### config.mk
export PLATFORM = sky130hd
export DESIGN_NAME = mul_unit
export DESIGN_NICKNAME = d
export VERILOG_FILES = /design/src/rtl/mul_unit.sv
export SDC_FILE = /design/constraint.sdc
export NUM_CORES = 2
export LEC_CHECK = 0
export CELL_PAD_IN_SITES_DETAIL_PLACEMENT = 1
export CELL_PAD_IN_SITES_GLOBAL_PLACEMENT = 1
export CORE_MARGIN = 2
export CORE_UTILIZATION = 30
export DETAILED_ROUTE_END_ITERATION = 8
export DONT_BUFFER_PORTS = 1
export PLACE_DENSITY = 0.62
export SLEW_MARGIN = 20
export SYNTH_ARGS = -nofsm -noshare
export SYNTH_HDL_FRONTEND = slang
export SYNTH_SLANG_ARGS = --single-unit
### constraint.sdc
create_clock -name clk -period 84.1 [get_ports clk]
set_input_delay 4.205 -clock clk [delete_from_list [all_inputs] [get_ports clk]]
set_output_delay 4.205 -clock clk [all_outputs]
set_load 0.02 [all_outputs]
### src/rtl/mul_unit.sv
// mul_unit: RV32M MUL/MULH/MULHSU/MULHU pipeline wrapped around the unsigned mul32 array.
// Optional macro MUL_PIPE_REG_EN adds a register between mul32 and sign correction.

module mul32 #(
    parameter int unsigned N = 32
) (
    input  logic [N-1:0]   a,
    input  logic [N-1:0]   b,
    output logic [2*N-1:0] p
);
    localparam int unsigned P_W = 2 * N;

    // Partial-product array; synthesis reduces the rows with a carry-save tree
    always_comb begin
        logic [P_W-1:0] acc;
        acc = '0;
        for (int unsigned i = 0; i < N; i++) begin
            if (b[i]) begin
                acc = acc + (P_W'(a) << i);
            end
        end
        p = acc;
    end
endmodule

module mul_unit #(
    parameter int unsigned N     = 32,
    parameter int unsigned TAG_W = 5
) (
    input  logic             clk,
    input  logic             rst_n,
    input  logic             flush,
    input  logic             in_valid,
    output logic             in_ready,
    input  logic [1:0]       in_op,
    input  logic [N-1:0]     in_a,
    input  logic [N-1:0]     in_b,
    input  logic [TAG_W-1:0] in_tag,
    output logic             out_valid,
    input  logic             out_ready,
    output logic [N-1:0]     out_data,
    output logic [TAG_W-1:0] out_tag
);
    localparam int unsigned P_W = 2 * N;

    logic             s1_valid;
    logic [N-1:0]     s1_a;
    logic [N-1:0]     s1_b;
    logic             s1_neg;
    logic             s1_hi;
    logic [TAG_W-1:0] s1_tag;

    logic             a_neg_c;
    logic             b_neg_c;
    logic [N-1:0]     a_abs_c;
    logic [N-1:0]     b_abs_c;
    logic [P_W-1:0]   prod_c;

    logic             s2_free_c;
    logic             s1_next_free_c;
    logic             s1_adv_c;
    logic             accept_c;

    logic             cor_valid_c;
    logic [P_W-1:0]   cor_p_c;
    logic             cor_neg_c;
    logic             cor_hi_c;
    logic [TAG_W-1:0] cor_tag_c;
    logic [P_W-1:0]   res_c;
    logic [N-1:0]     word_c;

    // Operand conditioning: MULH signs both, MULHSU signs rs1 only, MULHU/MUL sign neither
    always_comb begin
        a_neg_c = ((in_op == 2'b01) || (in_op == 2'b10)) && in_a[N-1];
        b_neg_c = (in_op == 2'b01) && in_b[N-1];
        a_abs_c = a_neg_c ? (N'(0) - in_a) : in_a;
        b_abs_c = b_neg_c ? (N'(0) - in_b) : in_b;
    end

    assign s2_free_c = !out_valid || out_ready;
    assign s1_adv_c  = s1_valid && s1_next_free_c;
    assign in_ready  = !flush && (!s1_valid || s1_next_free_c);
    assign accept_c  = in_valid && in_ready;

    always_ff @(posedge clk or negedge rst_n) begin
        if (!rst_n) begin
            s1_valid <= 1'b0;
            s1_a     <= '0;
            s1_b     <= '0;
            s1_neg   <= 1'b0;
            s1_hi    <= 1'b0;
            s1_tag   <= '0;
        end else begin
            if (flush) begin
                s1_valid <= 1'b0;
            end else if (accept_c) begin
                s1_valid <= 1'b1;
            end else if (s1_adv_c) begin
                s1_valid <= 1'b0;
            end
            if (accept_c) begin
                s1_a   <= a_abs_c;
                s1_b   <= b_abs_c;
                s1_neg <= a_neg_c ^ b_neg_c;
                s1_hi  <= (in_op != 2'b00);
                s1_tag <= in_tag;
            end
        end
    end

    mul32 #(.N(N)) u_mul32 (
        .a (s1_a),
        .b (s1_b),
        .p (prod_c)
    );

`ifdef MUL_PIPE_REG_EN
    logic             sp_valid;
    logic [P_W-1:0]   sp_p;
    logic             sp_neg;
    logic             sp_hi;
    logic [TAG_W-1:0] sp_tag;

    assign s1_next_free_c = !sp_valid || s2_free_c;

    // Product register between the array and sign correction
    always_ff @(posedge clk or negedge rst_n) begin
        if (!rst_n) begin
            sp_valid <= 1'b0;
            sp_p     <= '0;
            sp_neg   <= 1'b0;
            sp_hi    <= 1'b0;
            sp_tag   <= '0;
        end else begin
            if (flush) begin
                sp_valid <= 1'b0;
            end else if (s1_next_free_c) begin
                sp_valid <= s1_valid;
            end
            if (s1_next_free_c && s1_valid) begin
                sp_p   <= prod_c;
                sp_neg <= s1_neg;
                sp_hi  <= s1_hi;
                sp_tag <= s1_tag;
            end
        end
    end

    always_comb begin
        cor_valid_c = sp_valid;
        cor_p_c     = sp_p;
        cor_neg_c   = sp_neg;
        cor_hi_c    = sp_hi;
        cor_tag_c   = sp_tag;
    end
`else
    assign s1_next_free_c = s2_free_c;

    always_comb begin
        cor_valid_c = s1_valid;
        cor_p_c     = prod_c;
        cor_neg_c   = s1_neg;
        cor_hi_c    = s1_hi;
        cor_tag_c   = s1_tag;
    end
`endif

    // Sign correction of the unsigned product and word select
    always_comb begin
        res_c  = cor_neg_c ? (P_W'(0) - cor_p_c) : cor_p_c;
        word_c = cor_hi_c ? res_c[P_W-1:N] : res_c[N-1:0];
    end

    always_ff @(posedge clk or negedge rst_n) begin
        if (!rst_n) begin
            out_valid <= 1'b0;
            out_data  <= '0;
            out_tag   <= '0;
        end else begin
            if (flush) begin
                out_valid <= 1'b0;
            end else if (s2_free_c) begin
                out_valid <= cor_valid_c;
            end
            if (s2_free_c && cor_valid_c) begin
                out_data <= word_c;
                out_tag  <= cor_tag_c;
            end
        end
    end
endmodule

==> impl_results.md <==
- Setup Crit Path Kind: flop to flop
- Seq cells post-synth: 110
- Postcts setup bufs: 0
- Clock skew: 0.0380 ns
- Input/output buffers: 0
- Wire per inst: 30.3 µm
- Mux contribution to synthesized area: 0.0408
- Drt initial violations: 9932
- Critical path launch point type: flop
- Mean Syn Cell Area: 6.68 µm²
- Post-synthesis adder-cell area fraction: 0.163
- Crit path largest cell delay: 0.83 ns
- Worst slew pin tran: 1.34 ns
- Initial antenna violation count: 35
- Ys async rst share: 1.00
- Status: finished, final reports clean
- Number of global-route vias before repair: 98701
- Fillers: 35511
- Main combinational cell family by area after synthesis: compound AO/OA/AOI/OAI gates
- ANT nets after route: 0
- Mapped cell area: 83700 µm²
- Worst path slowest cell: a2111oi_0
- # DRC: 0
- Crit path top cell by count: ha_1
- DRT Pass-1 Iters: 7
- Root Buffer: clkbuf_16
- Initial core utilization: 0.302
- Resized Gates After CTS: 0
- Final wirelength: 484000 µm
- Die height: 532 µm
- Syn Nets: 13677
- Placeable Area: 277000 µm²
- Compound-Gate Fraction of Synth Area: 0.391
- Tot GR Track Use: 0.326
- Via count: 103166
- Top-level port count: 115
- Crit. End Element: flop
- Final hold vios: 0
- CP Data Arrival Time: 64.89 ns
- TNS Setup: 0 ns
- Crit path from: s1_a[1]$_DFFE_PN0P_
- Post-Syn Instances: 12529
- Synthesis-to-layout area growth: 6.15%
- Worst slew margin: 0.103
- Number of synthesized flops with an enable pin: 0
- Die area: 283000 µm²
- Worst-Skew Late Latency: 0.48 ns
- Crit path max fanout: 40
- Minimum clock period: 64.50 ns
- Synth Area in XOR/XNOR: 0.0772
- Distinct cell type count after synthesis: 128
- Remaining Overflow, GRT: 0
- Total CTS buffers: 9
- Min-delay src: cor_tag_c[1]$_DFFE_PN0P_
- Synth warn: 0
- Share of cells above drive strength 1: 0.0649
- Fin util: 0.321
- Required @ worst endpoint: 84.49 ns
- Maximum root-to-sink buffer count: 2
- Pin count of the biggest net entering global routing: 111
- Tcrit/Tclk final: 0.767
- Max_cap viols: 0
- # hold bufs at CTS: 0
- Nets: 13425
- Simple-gate area share of the yosys netlist: 0.252
- CTS tree: yes
- Reg2reg start: s1_a[1]$_DFFE_PN0P_
- Clk sink count: 110
- GPL Wtd Cong: 1.03
- HPWL Detailed: 396000 µm
- Hold WC Path Type: flop to flop
- CTS clock-pin slew for the worst setup and hold paths: 0.11 ns
- Highest Clock Rate: 15.5 MHz
- Post-synthesis sequential area ratio: 0.0329
- First-pass GRT wire length: 700000 µm
- Via density: 6.45
- Max-slew violations: 0
- Endpoints failing setup: 0
- DIE WIDTH: 532 µm
- H-tree depth: 3
- # rows: 193
- RSZ-0062 raised after global routing: false
- Ys flop type: dfrtp_1
final timing paths:
path                                            endpoint  slack (ns)  depth (start not counted)
worst min-delay path              out_tag[1]$_DFFE_PN0P_        0.47                          2
worst max-delay path            out_data[29]$_DFFE_PN0P_       19.60                        235
worst min register to register    out_tag[1]$_DFFE_PN0P_        0.47                          2
min in group asynchronous           s1_a[25]$_DFFE_PN0P_        3.42                          0
max in group asynchronous       out_data[29]$_DFFE_PN0P_       80.20                          0
worst max register to register  out_data[29]$_DFFE_PN0P_       19.60                        235
cells in the final DEF (no fill, tap or decap), drive strengths merged, types with 84 or more instances in the layout:
master	n
o21bai	99
a21oi	1158
a31oi	209
nor2b	103
inv	415
xnor2	448
and3	139
a211oi	252
o211ai	177
nor2	1233
ha	1042
and2	139
mux2i	143
o21ai	985
o31ai	111
or3	134
buf	250
nand2b	175
nor3	337
nor4	88
a21boi	84
a21o	404
xor2	290
dfrtp	110
nand3	309
nand4	138
mux2	176
nand2	1439
o21a	325
per-stage QoR:
step	cells	hold WS [ns]	worst slack, ns	area, µm²
6_report	16005	0.467	19.60	88900
2_1_floorplan	12529	0.433	36.23	83700
3_5_place_dp	15971	0.453	21.64	88500
3_3_place_gp	15966	0.445	18.77	88400
5_1_grt	15995	0.500	16.45	88900
4_1_cts	15987	0.473	21.32	88800
synth_stat cells (all sizes together), types with 176 or more instances:
cell	number	area, µm²
nand2	1439	5400
nor2	1233	4630
a21oi	1158	5840
ha	1042	13000
o21ai	985	4960
xnor2	448	3920
inv	415	1560
a21o	404	3030
clkbuf	401	1510
nor3	337	1710
o21a	325	2440
nand3	309	1550
xor2	290	2540
a211oi	252	1940
a31oi	209	1310
o211ai	177	1340
mux2	176	1990
registers in the layout, indices dropped and copies added (netlist names):
| register | count |
|---|---|
| cor_hi_c | 1 |
| cor_neg_c | 1 |
| cor_tag_c | 5 |
| cor_valid_c | 1 |
| out_data | 32 |
| out_tag | 5 |
| out_valid | 1 |
| s1_a | 32 |
| s1_b | 32 |
routing by layer:
metal	global-route usage	wire length (µm)
met5	0	152
met1	0.438	212000
met2	0.493	203000
met3	0.0498	37700
met4	0.185	32100
cells by family (layout without fill, tap and decap cells):
family	Yosys count	after routing
buffers and inverters	941	694
flip-flops	110	110
multiplexers	319	319
other	0	18
AND/OR/NAND/NOR	4499	4499
AO/OA/AOI/OAI	4850	4850
adder cells (fa/ha/maj)	1072	1072
XOR/XNOR	738	738
final cells by class:
| type | count | area [µm²] | share of cell area |
|---|---|---|---|
| multi-input combinational | 11478 | 77600 | 0.873 |
| tap | 3705 | 4640 | 0.0521 |
| sequential | 110 | 2860 | 0.0322 |
| timing repair buffer | 250 | 1880 | 0.0211 |
| inverter | 428 | 1610 | 0.0181 |
| clock buffer | 10 | 229 | 0.00258 |
| clock inverter | 6 | 72.6 | 0.000816 |
| antenna | 18 | 45.0 | 0.000507 |
worst max-delay path: cells and delay by family, from the launching register on:
family	cells	cell delay, ns
AO/OA/AOI/OAI	103	32.12
AND/OR/NAND/NOR	61	12.01
adder cells (fa/ha/maj)	31	11.94
XOR/XNOR	24	4.47
multiplexers	6	1.73
buffers and inverters	10	1.69
flip-flops	1	0.35
Power is not shown: default switching activity piles up to over one toggle a cycle in this logic, so the estimate is an artifact.
